`src/rtl/mux151_scan_ctrl.sv`:
```
// Scan controller for an IC74HC151 8:1 mux: steps the select lines, waits a settle
// time per channel, samples Y and publishes the assembled word with a done pulse.
module mux151_scan_ctrl #(
  parameter int DATA_IN = 8,
  parameter int SEL_W   = 3,
  parameter int SETTLE  = 2
) (
  input  logic               clk,
  input  logic               rst_n,
  input  logic               start,
  input  logic               abort,
  input  logic               cont,
  input  logic               y_in,
  output logic [SEL_W-1:0]   sel,
  output logic               mux_e,
  output logic               busy,
  output logic [DATA_IN-1:0] data_out,
  output logic               done
);

  localparam int CNT_W = (SETTLE > 1) ? $clog2(SETTLE) : 1;

  typedef enum logic {IDLE, SCAN} state_t;

  state_t             state_q;
  logic [SEL_W-1:0]   sel_q;
  logic               mux_e_q;
  logic               busy_q;
  logic               done_q;
  logic [DATA_IN-1:0] data_q;
  logic [DATA_IN-1:0] cap_q;
  logic [DATA_IN-1:0] cap_d;
  logic [CNT_W-1:0]   cnt_q;
  logic               sample_edge;
  logic               last_ch;

  assign sample_edge = (cnt_q == CNT_W'(SETTLE - 1));
  assign last_ch     = (sel_q == SEL_W'(DATA_IN - 1));

  // Capture word including the bit sampled on the current edge, so the final
  // channel lands in data_out on the same edge it is sampled.
  always_comb begin
    cap_d        = cap_q;
    cap_d[sel_q] = y_in;
  end

  always_ff @(posedge clk or negedge rst_n) begin
    if (!rst_n) begin
      state_q <= IDLE;
      sel_q   <= '0;
      mux_e_q <= 1'b1;
      busy_q  <= 1'b0;
      done_q  <= 1'b0;
      data_q  <= '0;
      cap_q   <= '0;
      cnt_q   <= '0;
    end else begin
      done_q <= 1'b0;
      case (state_q)
        IDLE: begin
          if (start && !abort) begin
            state_q <= SCAN;
            sel_q   <= '0;
            mux_e_q <= 1'b0;
            busy_q  <= 1'b1;
            cnt_q   <= '0;
          end
        end
        SCAN: begin
          if (abort) begin
            state_q <= IDLE;
            sel_q   <= '0;
            mux_e_q <= 1'b1;
            busy_q  <= 1'b0;
            cnt_q   <= '0;
          end else if (sample_edge) begin
            cnt_q <= '0;
            cap_q <= cap_d;
            if (!last_ch) begin
              sel_q <= sel_q + SEL_W'(1);
            end else begin
              data_q <= cap_d;
              done_q <= 1'b1;
              sel_q  <= '0;
              if (!cont) begin
                state_q <= IDLE;
                mux_e_q <= 1'b1;
                busy_q  <= 1'b0;
              end
            end
          end else begin
            cnt_q <= cnt_q + CNT_W'(1);
          end
        end
        default: state_q <= IDLE;
      endcase
    end
  end

  assign sel      = sel_q;
  assign mux_e    = mux_e_q;
  assign busy     = busy_q;
  assign done     = done_q;
  assign data_out = data_q;

endmodule

```
`config.mk`:
```
export PLATFORM = sky130hd
export DESIGN_NAME = mux151_scan_ctrl
export DESIGN_NICKNAME = d
export VERILOG_FILES = /design/src/rtl/mux151_scan_ctrl.sv
export SDC_FILE = /design/constraint.sdc
export NUM_CORES = 1
export LEC_CHECK = 0
export BUFFER_PORTS_ARGS = -buffer_cell sky130_fd_sc_hd__buf_2
export CELL_PAD_IN_SITES_DETAIL_PLACEMENT = 0
export CELL_PAD_IN_SITES_GLOBAL_PLACEMENT = 1
export CORE_UTILIZATION = 35
export DETAILED_ROUTE_END_ITERATION = 6
export PLACE_DENSITY = 0.76
export SLEW_MARGIN = 10
export SYNTH_ARGS = -nofsm -noshare
export SYNTH_HDL_FRONTEND = slang
export SYNTH_SLANG_ARGS = --single-unit
```
`constraint.sdc`:
```
create_clock -name clk -period 1.9 [get_ports clk]
set_input_delay 0.38 -clock clk [delete_from_list [all_inputs] [get_ports clk]]
set_output_delay 0.38 -clock clk [all_outputs]
set_load 0.03 [all_outputs]
```
# After elaboration in Yosys (flattened, before gate mapping)
# Cells that the tools add are included.
dict set report totals {
  elab_cells 59
  out_inout_bits 14
  reg_bits 24
  inputBits 6
}
dict set report classes {
  reduce_logical 7
  add_sub_neg 2
  eq_ne 5
  bitwise_logic 2
  n_lt_le_gt_ge 2
  n_mux 33
}
# op n
set ops {}
lappend ops {{$mux W1} 22}
lappend ops {{$mux W3} 4}
lappend ops {{$bwmux W8} 1}
lappend ops {{$pmux W1 S2} 4}
lappend ops {{$reduce_and A4 Y1} 2}
lappend ops {{$ne A3 B2 Y1 const B} 2}
lappend ops {{$pmux W3 S2} 1}
lappend ops {{$lt A3 B4 Y1 const B} 1}
lappend ops {{$add A3 B1 Y3 const B} 1}
lappend ops {{$demux W1 S3} 1}
lappend ops {{$eq A3 B3 Y1 const B} 1}
lappend ops {{$ge A3 B1 Y1 const B} 1}
lappend ops {{$ne A3 B3 Y1 const B} 1}
lappend ops {{$reduce_and A3 Y1} 1}
lappend ops {{$logic_and A1 B1 Y1} 2}
lappend ops {{$ne A2 B2 Y1 const B} 1}
lappend ops {{$not A1 Y1} 2}
lappend ops {{$reduce_and A2 Y1} 1}
lappend ops {{$add A1 B1 Y1 const B} 1}
lappend ops {{$logic_not A1 Y1} 1}

# Longest topological paths before layout
# Gate-level depths: netlist (run 1).
dict set report depth {
  word_depth 5
  mapped_depth 7
  depth_no_buf 5
}

# Least setup slack after synthesis (run 1)
# No wires, ideal clock.
dict set report synth_timing {
  kind {register to register}
  start {reg sel_q[0] (netlist: sel[0])}
  end {reg data_q[0] (netlist: data_out[0])}
  required_time_ps 1765
  t_arrival_ps 1560
  path_buffers 2
  setup_ps 135
  slack_ps 205
  synth_period_minus_slack_ps 1695
  stages_incl_launch_ff 8
  path_cell_list {dfrtp_1 ha_1 ha_1 and4b_1 buf_6 buf_12 nor2_2 a31oi_2}
}
dict set report synth_between {
  elab_chain_cells 5
  elab_cells_between_ends 8
  classes_between {order compare: 2; eq/ne: 1; mux: 3; reduce/logical: 2}
}
# element line_no
set synth_lines {}
lappend synth_lines {{start, declared} 26} ;# logic [SEL_W-1:0] sel_q;
lappend synth_lines {{start signal, assigned} 80} ;# sel_q <= sel_q + SEL_W'(1);
lappend synth_lines {{$lt A3 B4 Y1 (implied by the code) / $ge A3 B1 Y1 (equally long branches)} 44} ;# cap_d[sel_q] = y_in;
lappend synth_lines {{$logic_and A1 B1 Y1 (implied by the code)} 44}
lappend synth_lines {{$mux W1 (implied by the code)} 44}
lappend synth_lines {{$demux W1 S3} 44}
lappend synth_lines {{$bwmux W8} 44}
lappend synth_lines {{end signal, assigned} 82} ;# data_q <= cap_d;
lappend synth_lines {{end, declared} 30} ;# logic [DATA_IN-1:0] data_q;
# Several ways; a longest one is shown, not always the timed one.
# A chain may end at the register's enable or synchronous reset.

# Final worst setup path (run 1)
dict set report layout_timing {
  start {reg sel_q[0] (netlist: sel[0])}
  end {reg data_q[3] (netlist: data_out[3])}
}
# Same word-level chain as after synthesis.

==> results_dict.tcl, run 1 <==
set metrics [dict create \
    n_fill_cell 343 \
    slowest_delay_ns 0.38 \
    ctsResizeCount 0 \
    start_kind "flip-flop" \
    clkTransAtPathRegs_ns 0.14 \
    routed_wl_mm 2.32 \
    post-route-min-period_ns 1.59 \
    clock.fmax_mhz 629 \
    rsz0062_at_grt "false" \
    dp.final_hpwl_mm 1.70 \
    core_area_um2 3390 \
    r2r_cells 6 \
    gp_congestion 0.738 \
    dp_cells 175 \
    cts_sinks 24 \
    final_common_cell "dfrtp_1" \
    worstPathCellList "ha_1, ha_1, and4b_1, buf_4, nor2_1, a31oi_1" \
    placed_area_um2 1370 \
    viasPerCell 4.98 \
    grt_overflow_total 0 \
    arrival_ns 1.83 \
    die_x_um 62.1 \
    drv_slew 0 \
    drive_gt1_share_pct 30.1 \
    cpMaxStageDelayCell "dfrtp_1" \
    first_global_vias 825 \
    via_count 892 \
    cts_buffers 3 \
    r2r-start "sel[0]$_DFFE_PN0P_" \
    startpoint "sel[0]$_DFFE_PN0P_" \
    cts_buffer_depth 2 \
    ys_seq_elements 24 \
    synth_cells 113 \
    drtIter0Drc 32 \
    track_usage_pct 14.0 \
    tns_ns 0 \
    initial_utilization_pct 37.3 \
    setup_viol 0 \
    seq_area_frac_synth_pct 47.6 \
    hold_buffers 0 \
    cp_num_buf_inv 1 \
    cp_num_cells 6 \
    grt_pass1_wl_mm 3.84 \
    grt_antenna_before_repair 0 \
    cts_tree "built" \
    status "finished, final reports clean" \
    ant_nets 0 \
    firstDrtPassIters 2 \
    htreeDepth 1 \
    cts-root-buf "clkbuf_4" \
    ys_types 37 \
    die_h_um 62.1 \
    drcViolationCount 0 \
    syn2layout_area_growth_pct 11.6 \
    syn_nets 122 \
    slew_headroom_pct 64.3 \
    insertion_delay_ns 0.31 \
    finalNonFillerCells 179 \
    port_buffers 19 \
    ioPinCount 20 \
    max_cap_violations 0 \
    crit_family "simple AND/OR/NAND/NOR gates" \
    endpoint "data_out[3]$_DFFE_PN0P_" \
    mostFrequentLayoutCells "23 x dfrtp_1, 19 x buf_2, 15 x nor2_1, 8 x nand2_1, 7 x o21ai_0" \
    required_ns 2.14 \
    crit_top_cell "ha_1" \
    vdd_drop_max_mv 0.243 \
    routedWlPerCell_um 12.9 \
    syn_area_um2 1260 \
    critPathKind "reg -> reg" \
    period_share_pct 83.7 \
    crit_fanout 11 \
    diodes 0 \
    die_area_um2 3860 \
    r2r_setup_slack_ns 0.31 \
    avgSynthCellArea_um2 11.2 \
    min_path_type "in -> async" \
    p_leak_nw 0.691 \
    end_kind "flip-flop" \
    rows 21 \
    fin_area_um2 1410 \
    power_density_nw_per_um2 682 \
    cts_setup_buffers 0 \
    nets 143 \
    ys.warnings.count 0 \
    worst_slew_pin_slew_ns 0.535 \
    clock_skew_ns 0.00749 \
    r2r_end "data_out[3]$_DFFE_PN0P_" \
    finalHoldViolCount 0 \
    grt_max_degree 25 \
]
[routing by layer]
layer | vias to the layer above | global-route usage (%) | share of wire, %
li1 | 442 | - | -
met1 | 438 | 18.2 | 47
met2 | 10 | 22.5 | 49
met3 | 2 | 3.52 | 3.2
met4 | 0 | 4.76 | 0.82
met5 | - | 0 | 0
[synthesized netlist by cell type]
| library cell | instances | area, um^2 |
|---|---|---|
| a21boi_0 | 2 | 15.0 |
| a21o_1 | 1 | 7.51 |
| a21oi_1 | 2 | 10.0 |
| a2bb2oi_1 | 1 | 8.76 |
| a31oi_1 | 3 | 18.8 |
| a31oi_2 | 1 | 12.5 |
| and2b_1 | 2 | 15.0 |
| and4b_1 | 1 | 10.0 |
| and4bb_4 | 1 | 16.3 |
| buf_12 | 1 | 20.0 |
| buf_2 | 1 | 5.00 |
| buf_4 | 1 | 7.51 |
| buf_6 | 2 | 22.5 |
| clkbuf_1 | 1 | 3.75 |
| clkbuf_8 | 1 | 13.8 |
| dfrtp_1 | 23 | 576 |
| dfstp_2 | 1 | 26.3 |
| ha_1 | 3 | 37.5 |
| mux2_2 | 4 | 45.0 |
| mux2_4 | 4 | 60.1 |
| mux2i_1 | 5 | 50.1 |
| nand2_1 | 8 | 30.0 |
| nand2b_1 | 2 | 12.5 |
| nand3_1 | 2 | 10.0 |
| nand3_2 | 1 | 10.0 |
| nand3b_1 | 2 | 15.0 |
| nand4b_1 | 2 | 17.5 |
| nor2_1 | 15 | 56.3 |
| nor2_2 | 1 | 6.26 |
| nor2b_1 | 3 | 18.8 |
| nor3_1 | 1 | 5.00 |
| nor3b_1 | 1 | 7.51 |
| o21ai_0 | 7 | 35.0 |
| o22a_1 | 2 | 17.5 |
| o2bb2ai_1 | 3 | 26.3 |
| o31ai_1 | 1 | 7.51 |
| or2b_1 | 1 | 7.51 |
[stage by stage]
step | power, W | util (%) | hold WS, ns | setup WS (ns)
2_1_floorplan | 0.000665 | - | 0.0844 | 0.205
3_3_place_gp | 0.000701 | 40.5 | 0.394 | 0.349
3_5_place_dp | 0.000704 | 40.5 | 0.400 | 0.316
4_1_cts | 0.000979 | 41.6 | 0.0373 | 0.295
5_1_grt | 0.00102 | 41.6 | 0.0440 | 0.184
6_report | 0.000962 | 41.6 | 0.0274 | 0.310
[registers in the layout, summed over array words and instances, names as in the netlist]
register and flops:
data_out 8, cnt_q 1, state_q 1, cap_q 8
done 1, mux_e 1, busy 1, sel 3
[kinds of logic after synthesis]
| kind of cell | count (synthesis) | synth area share [%] |
|---|---|---|
| AO/OA/AOI/OAI | 23 | 12.6 |
| flip-flops | 24 | 47.6 |
| AND/OR/NAND/NOR | 43 | 18.8 |
| adder cells (fa/ha/maj) | 3 | 2.97 |
| multiplexers | 13 | 12.3 |
| buffers and inverters | 7 | 5.74 |
[power breakdown]
part	switching [W]	internal (W)	total, W
clock network	0.000151	0.000117	0.000268
registers	0.0000252	0.000537	0.000563
logic	0.0000740	0.0000567	0.000131
[cell type report]
type                    count  area [um^2]  share of cell area (%)
well taps                  46         57.6                    4.08
flip-flops and latches     24          602                    42.7
repair buffers             23          125                    8.87
multi-input cells          82          589                    41.8
clock buffers               4         36.3                    2.57
[how the worst min path moves through the flow]
stage | end | slack, ns
after CTS | cap_q[2]$_DFFE_PN0P_ | 0.04
final | cap_q[2]$_DFFE_PN0P_ | 0.03
after detailed placement | data_out[5]$_DFFE_PN0P_ | 0.40
after global placement | data_out[5]$_DFFE_PN0P_ | 0.39
after floorplan | busy$_DFFE_PN0P_ | 0.08
after global routing | data_out[4]$_DFFE_PN0P_ | 0.04
(Power assumes the default switching activity.)
==> run 2, diff against run 1 <==
Settings changed: ABC_AREA from default to 1, PLACE_DENSITY 0.76 to 0.82.
Clock period 1.9 ns to 1.37 ns, I/O delays scaled along.
==> results_dict.tcl, run 2 <==
set metrics [dict create \
    slowest_delay_ns 0.55 \
    post-route-min-period_ns 1.33 \
    via_count 1012 \
    clkTransAtPathRegs_ns 0.13 \
    track_usage_pct 16.1 \
    drv_slew 0 \
    die_x_um 60.8 \
    status "finished, final reports clean" \
    crit_family "flip-flops" \
    worstPathCellList "buf_2" \
    tns_ns 0 \
    slew_headroom_pct 64.0 \
    rsz0062_at_grt "true" \
    min_path_type "in -> reg" \
    synth_cells 141 \
    period_share_pct 97.0 \
    rows 20 \
    cp_num_buf_inv 1 \
    finalHoldViolCount 0 \
    grt_pass1_wl_mm 4.37 \
    htreeDepth 1 \
    start_kind "flip-flop" \
    post-synth-top-count-cell "nand2_1" \
    viasPerCell 4.82 \
    worst_slew_pin_slew_ns 0.539 \
    initial_utilization_pct 38.3 \
    cts_buffers 3 \
    yosys-top-cells-area "dfrtp_1 48%, nand3_1 12%, nand2_1 11%" \
    p_leak_nw 0.805 \
    synth_common_cells "35 x nand2_1, 28 x nand3_1, 23 x dfrtp_1" \
    firstDrtPassIters 4 \
    first_global_vias 1008 \
    power_density_nw_per_um2 1280 \
    final_common_cell "nand2_1" \
    n_fill_cell 339 \
    drtIter0Drc 20 \
    drcViolationCount 0 \
    mostFrequentLayoutCells "35 x nand2_1, 28 x nand3_1, 21 x dfrtp_1, 16 x buf_2, 12 x o21ai_0" \
    syn_area_um2 1210 \
    port_buffers 19 \
    cts-root-buf "clkbuf_4" \
    synth_edf_count 0 \
    arrival_ns 1.05 \
    syn2layout_area_growth_pct 18.9 \
    cts_tree "built" \
    yosysTopAreaCellShare_pct 47.6 \
    ys_seq_elements 24 \
    die_area_um2 3690 \
    grt_overflow_total 0 \
    finalNonFillerCells 210 \
    core_area_um2 3150 \
    routed_wl_mm 2.40 \
    synthArstFlopShare_pct 100 \
    grt_max_degree 25 \
    max_cap_violations 0 \
    seq_area_um2 604 \
    synth_area_leader_cell "dfrtp_1" \
    routedWlPerCell_um 11.4 \
    avgSynthCellArea_um2 8.57 \
    setup_viol 0 \
    dp_cells 204 \
    ioPinCount 20 \
    vdd_drop_max_mv 0.549 \
    insertion_delay_ns 0.31 \
    multi_input_area_um2 513 \
    drive_gt1_share_pct 25.3 \
    die_h_um 60.8 \
    ant_nets 0 \
    seq_area_frac_synth_pct 49.8 \
    grt_antenna_before_repair 0 \
    clock_skew_ns 0.00290 \
    syn_nets 150 \
    cts_buffer_depth 2 \
    crit_fanout 2 \
    ys_types 18 \
    required_ns 1.10 \
    nets 176 \
    critPathKind "reg -> out" \
    clock.fmax_mhz 753 \
    end_kind "output port" \
    cpMaxStageDelayCell "dfstp_2" \
    gp_congestion 0.752 \
    cts_sinks 24 \
    dp.final_hpwl_mm 1.82 \
    synth-main-ff-cell "dfrtp_1" \
    diodes 0 \
    ys.warnings.count 0 \
    hold_slack_ns 0.203 \
    final_util_pct 45.6 \
]
==> run 2: logic make-up after synthesis <==
family,after synthesis,share of synthesized area [%]
compound gates,16,6.62
flops,24,49.8
buf+inv,22,8.18
simple gates,76,32.3
fa+ha+maj,3,3.11
==> run 2: area by class of cell <==
| type | instances | share of cell area (%) |
|---|---|---|
| flip-flops and latches | 24 | 42.0 |
| multi-input cells | 95 | 35.7 |
| repair buffers | 25 | 11.2 |
| inverters | 18 | 4.70 |
| well taps | 44 | 3.83 |
| clock buffers | 4 | 2.52 |
==> run 2: metrics by stage <==
step	power, W	instance area (um^2)	setup WS, ns
CTS	0.00185	1420	0.000542
floorplan	0.00133	1210	0.0348
finish	0.00184	1440	0.0411
detailed placement	0.00147	1360	0.0537
global placement	0.00145	1360	0.0988
global route	0.00198	1440	-0.00642
==> run 2: worst paths after layout <==
path | startpoint | end | slack (ns) | depth (start not counted)
setup / recovery | mux_e$_DFFE_PN1P_ | mux_e | 0.04 | 1
hold / removal | cont | state_q$_DFF_PN0_ | 0.20 | 3
setup reg to reg | sel[0]$_DFFE_PN0P_ | data_out[0]$_DFFE_PN0P_ | 0.06 | 6
hold reg to reg | mux_e$_DFFE_PN1P_ | mux_e$_DFFE_PN1P_ | 0.48 | 2
max in group asynchronous | rst_n | sel[1]$_DFFE_PN0P_ | 0.52 | 2
min in group asynchronous | rst_n | data_out[2]$_DFFE_PN0P_ | 0.46 | 2
==> run 2: report_power, final <==
group,internal (W),switching [W],leakage [nW]
clock,0.000162,0.000207,0.0210
sequential,0.000861,0.0000592,0.312
combinational,0.000176,0.000371,0.472
==> run 2: timing repair <==
item,in CTS,in global routing
hold endpoints to repair,23,0
setup buffers,1,0
hold buffers,1,0
gates resized for setup,1,10
setup endpoints to repair,2,7
==> run 2: metal layers <==
layer	vias to the layer above	global-route usage, %	wire length (um)
li1	519	-	-
met1	466	20.1	1110
met2	23	27.5	1180
met3	4	2.56	80
met4	0	7.14	27
met5	-	0	0
==> run 3, diff against run 2 <==
Settings changed: ABC_AREA 1 to default, PLACE_DENSITY 0.82 to 0.78, RECOVER_POWER from default to 100.
==> results_dict.tcl, run 3 (synthesized netlist as in run 1, its figures left out) <==
set metrics [dict create \
    grt_max_degree 25 \
    cpMaxStageDelayCell "dfrtp_2" \
    violations "negative setup slack" \
    period_share_pct 105 \
    fin_ws_ns -0.0670 \
    cp_num_buf_inv 1 \
    critPathKind "reg -> reg" \
    post-route-min-period_ns 1.44 \
    insertion_delay_ns 0.32 \
    p_clk_share_pct 34.0 \
    drv_slew 0 \
    final_util_pct 49.7 \
    worstPathCellList "buf_4, nand2b_1, nor2_2, mux2_2" \
    clock_skew_ns 0.0196 \
    cts-root-buf "clkbuf_4" \
    startpoint "sel[0]$_DFFE_PN0P_" \
    r2r_cells 4 \
    r2r_end "cap_q[6]$_DFFE_PN0P_" \
    diodes 0 \
    power_density_nw_per_um2 895 \
    final_common_cell "dfrtp_1" \
    n_fill_cell 308 \
    via_count 969 \
    grt_antenna_before_repair 0 \
    viasPerCell 4.97 \
    crit_fanout 16 \
    port_buffers 19 \
    firstDrtPassIters 4 \
    initial_utilization_pct 37.3 \
    p_leak_nw 0.774 \
    routedWlPerCell_um 13.7 \
    required_ns 1.57 \
    hold_depth 2 \
    pre_cts_ws_ns -0.0613 \
    finalHoldViolCount 0 \
    power_switching_w 0.000365 \
    die_x_um 62.1 \
    endpoint "cap_q[6]$_DFFE_PN0P_" \
    multi_input_area_um2 669 \
    htreeDepth 1 \
    ant_nets 0 \
    clkTransAtPathRegs_ns 0.15 \
    slew_headroom_pct 59.3 \
    routed_wl_mm 2.68 \
    clock.fmax_mhz 696 \
    die_area_um2 3860 \
    drive_gt1_share_pct 48.3 \
    cellInternalPower_w 0.00114 \
    cts_sinks 24 \
    tns_ns -0.327 \
    drtIter0Drc 43 \
    grt_pass1_wl_mm 4.27 \
    dp.final_hpwl_mm 1.78 \
    p_sw_share_pct 24.2 \
    syn2layout_area_growth_pct 33.3 \
    drcViolationCount 0 \
    setup_viol 8 \
    start_kind "flip-flop" \
    mostFrequentLayoutCells "20 x dfrtp_1, 13 x buf_4, 12 x clkbuf_2, 9 x nor2_1" \
    rsz0062_at_grt "true" \
    crit_family "flip-flops" \
    r2r-start "sel[0]$_DFFE_PN0P_" \
    p_comb_share_pct 14.7 \
    cp_num_cells 4 \
    wl_met2_mm 1.30 \
    worst_slew_pin_slew_ns 0.611 \
    slowest_delay_ns 0.45 \
    track_usage_pct 15.3 \
    cts_buffers 3 \
    met1_length_mm 1.30 \
    nets 159 \
    seq_area_um2 606 \
    die_h_um 62.1 \
    cts_buffer_depth 2 \
    min_path_type "in -> reg" \
    top_layer_used "met4" \
    core_area_um2 3390 \
    vdd_drop_max_mv 0.422 \
    cts_tree "built" \
    max_cap_violations 0 \
    end_kind "flip-flop" \
    status "finished, violations left" \
    ioPinCount 20 \
    arrival_ns 1.64 \
    rows 21 \
    r2r_setup_slack_ns -0.07 \
    first_global_vias 923 \
    grt_overflow_total 0 \
    seqPwrFrac_pct 51.3 \
    wl_met3_um 47 \
    gp_congestion 0.780 \
]
## run 3: changes by cell type in the layout (fill, tap and decap cells not counted), moves of 6 or more
cell      before  now
clkbuf_2       0   12
inv_1         11    0
nand3_1       28    2
buf_4          5   13
buf_2         16    4
o21ai_0       12    6
nand4_1        7    0
mux2_4         0    6
nand2_1       35    6
nor2_1         0    9
## run 3: cell type report
type	instances	share of cell area [%]
clock buffers	3	1.34
clock inverters	1	1.78
multi-input cells	82	39.7
flip-flops and latches	24	36.0
well taps	46	3.42
repair buffers	39	17.8
## run 3: layer usage
| metal | vias to the layer above | global-route usage (%) |
|---|---|---|
| li1 | 474 | - |
| met1 | 483 | 20.2 |
| met2 | 10 | 24.2 |
| met3 | 2 | 2.69 |
| met4 | 0 | 7.62 |
| met5 | - | 0 |
## run 3: worst min-delay path by stage
stage | slack, ns | start | endpoint
final | 0.18 | abort | state_q$_DFF_PN0_
after global routing | 0.15 | abort | state_q$_DFF_PN0_
after CTS | 0.16 | abort | state_q$_DFF_PN0_
after detailed placement | 0.29 | rst_n | data_out[5]$_DFFE_PN0P_
after global placement | 0.29 | rst_n | state_q$_DFF_PN0_
after floorplan | -0.02 | rst_n | busy$_DFFE_PN0P_
## run 3: what timing repair did
item	4_1_cts	5_1_grt
endpoints found under the hold margin	23	0
gates cloned	0	1
gates resized for setup	9	21
hold buffers	1	0
pin swaps	2	5
setup buffers	5	0
endpoints found under the setup margin	13	23
## run 3: power by group through the flow
| stage | Clock, W | Sequential, W | Combinational, W |
|---|---|---|---|
| 2_1_floorplan | 0 | 0.000808 | 0.000118 |
| 3_5_place_dp | 0 | 0.000784 | 0.000212 |
| 4_1_cts | 0.000527 | 0.000772 | 0.000219 |
| 5_1_grt | 0.000568 | 0.000779 | 0.000243 |
| 6_report | 0.000513 | 0.000773 | 0.000222 |
| 3_3_place_gp | 0 | 0.000783 | 0.000206 |
## run 3: per-stage QoR
stage / area (um^2) / std cells / hold WS, ns / power, W
2_1_floorplan: 1300 / 113 / -0.0216 / 0.000926
3_3_place_gp: 1480 / 184 / 0.288 / 0.000990
3_5_place_dp: 1480 / 184 / 0.292 / 0.000995
4_1_cts: 1600 / 194 / 0.161 / 0.00152
5_1_grt: 1680 / 195 / 0.148 / 0.00159
6_report: 1680 / 195 / 0.177 / 0.00151
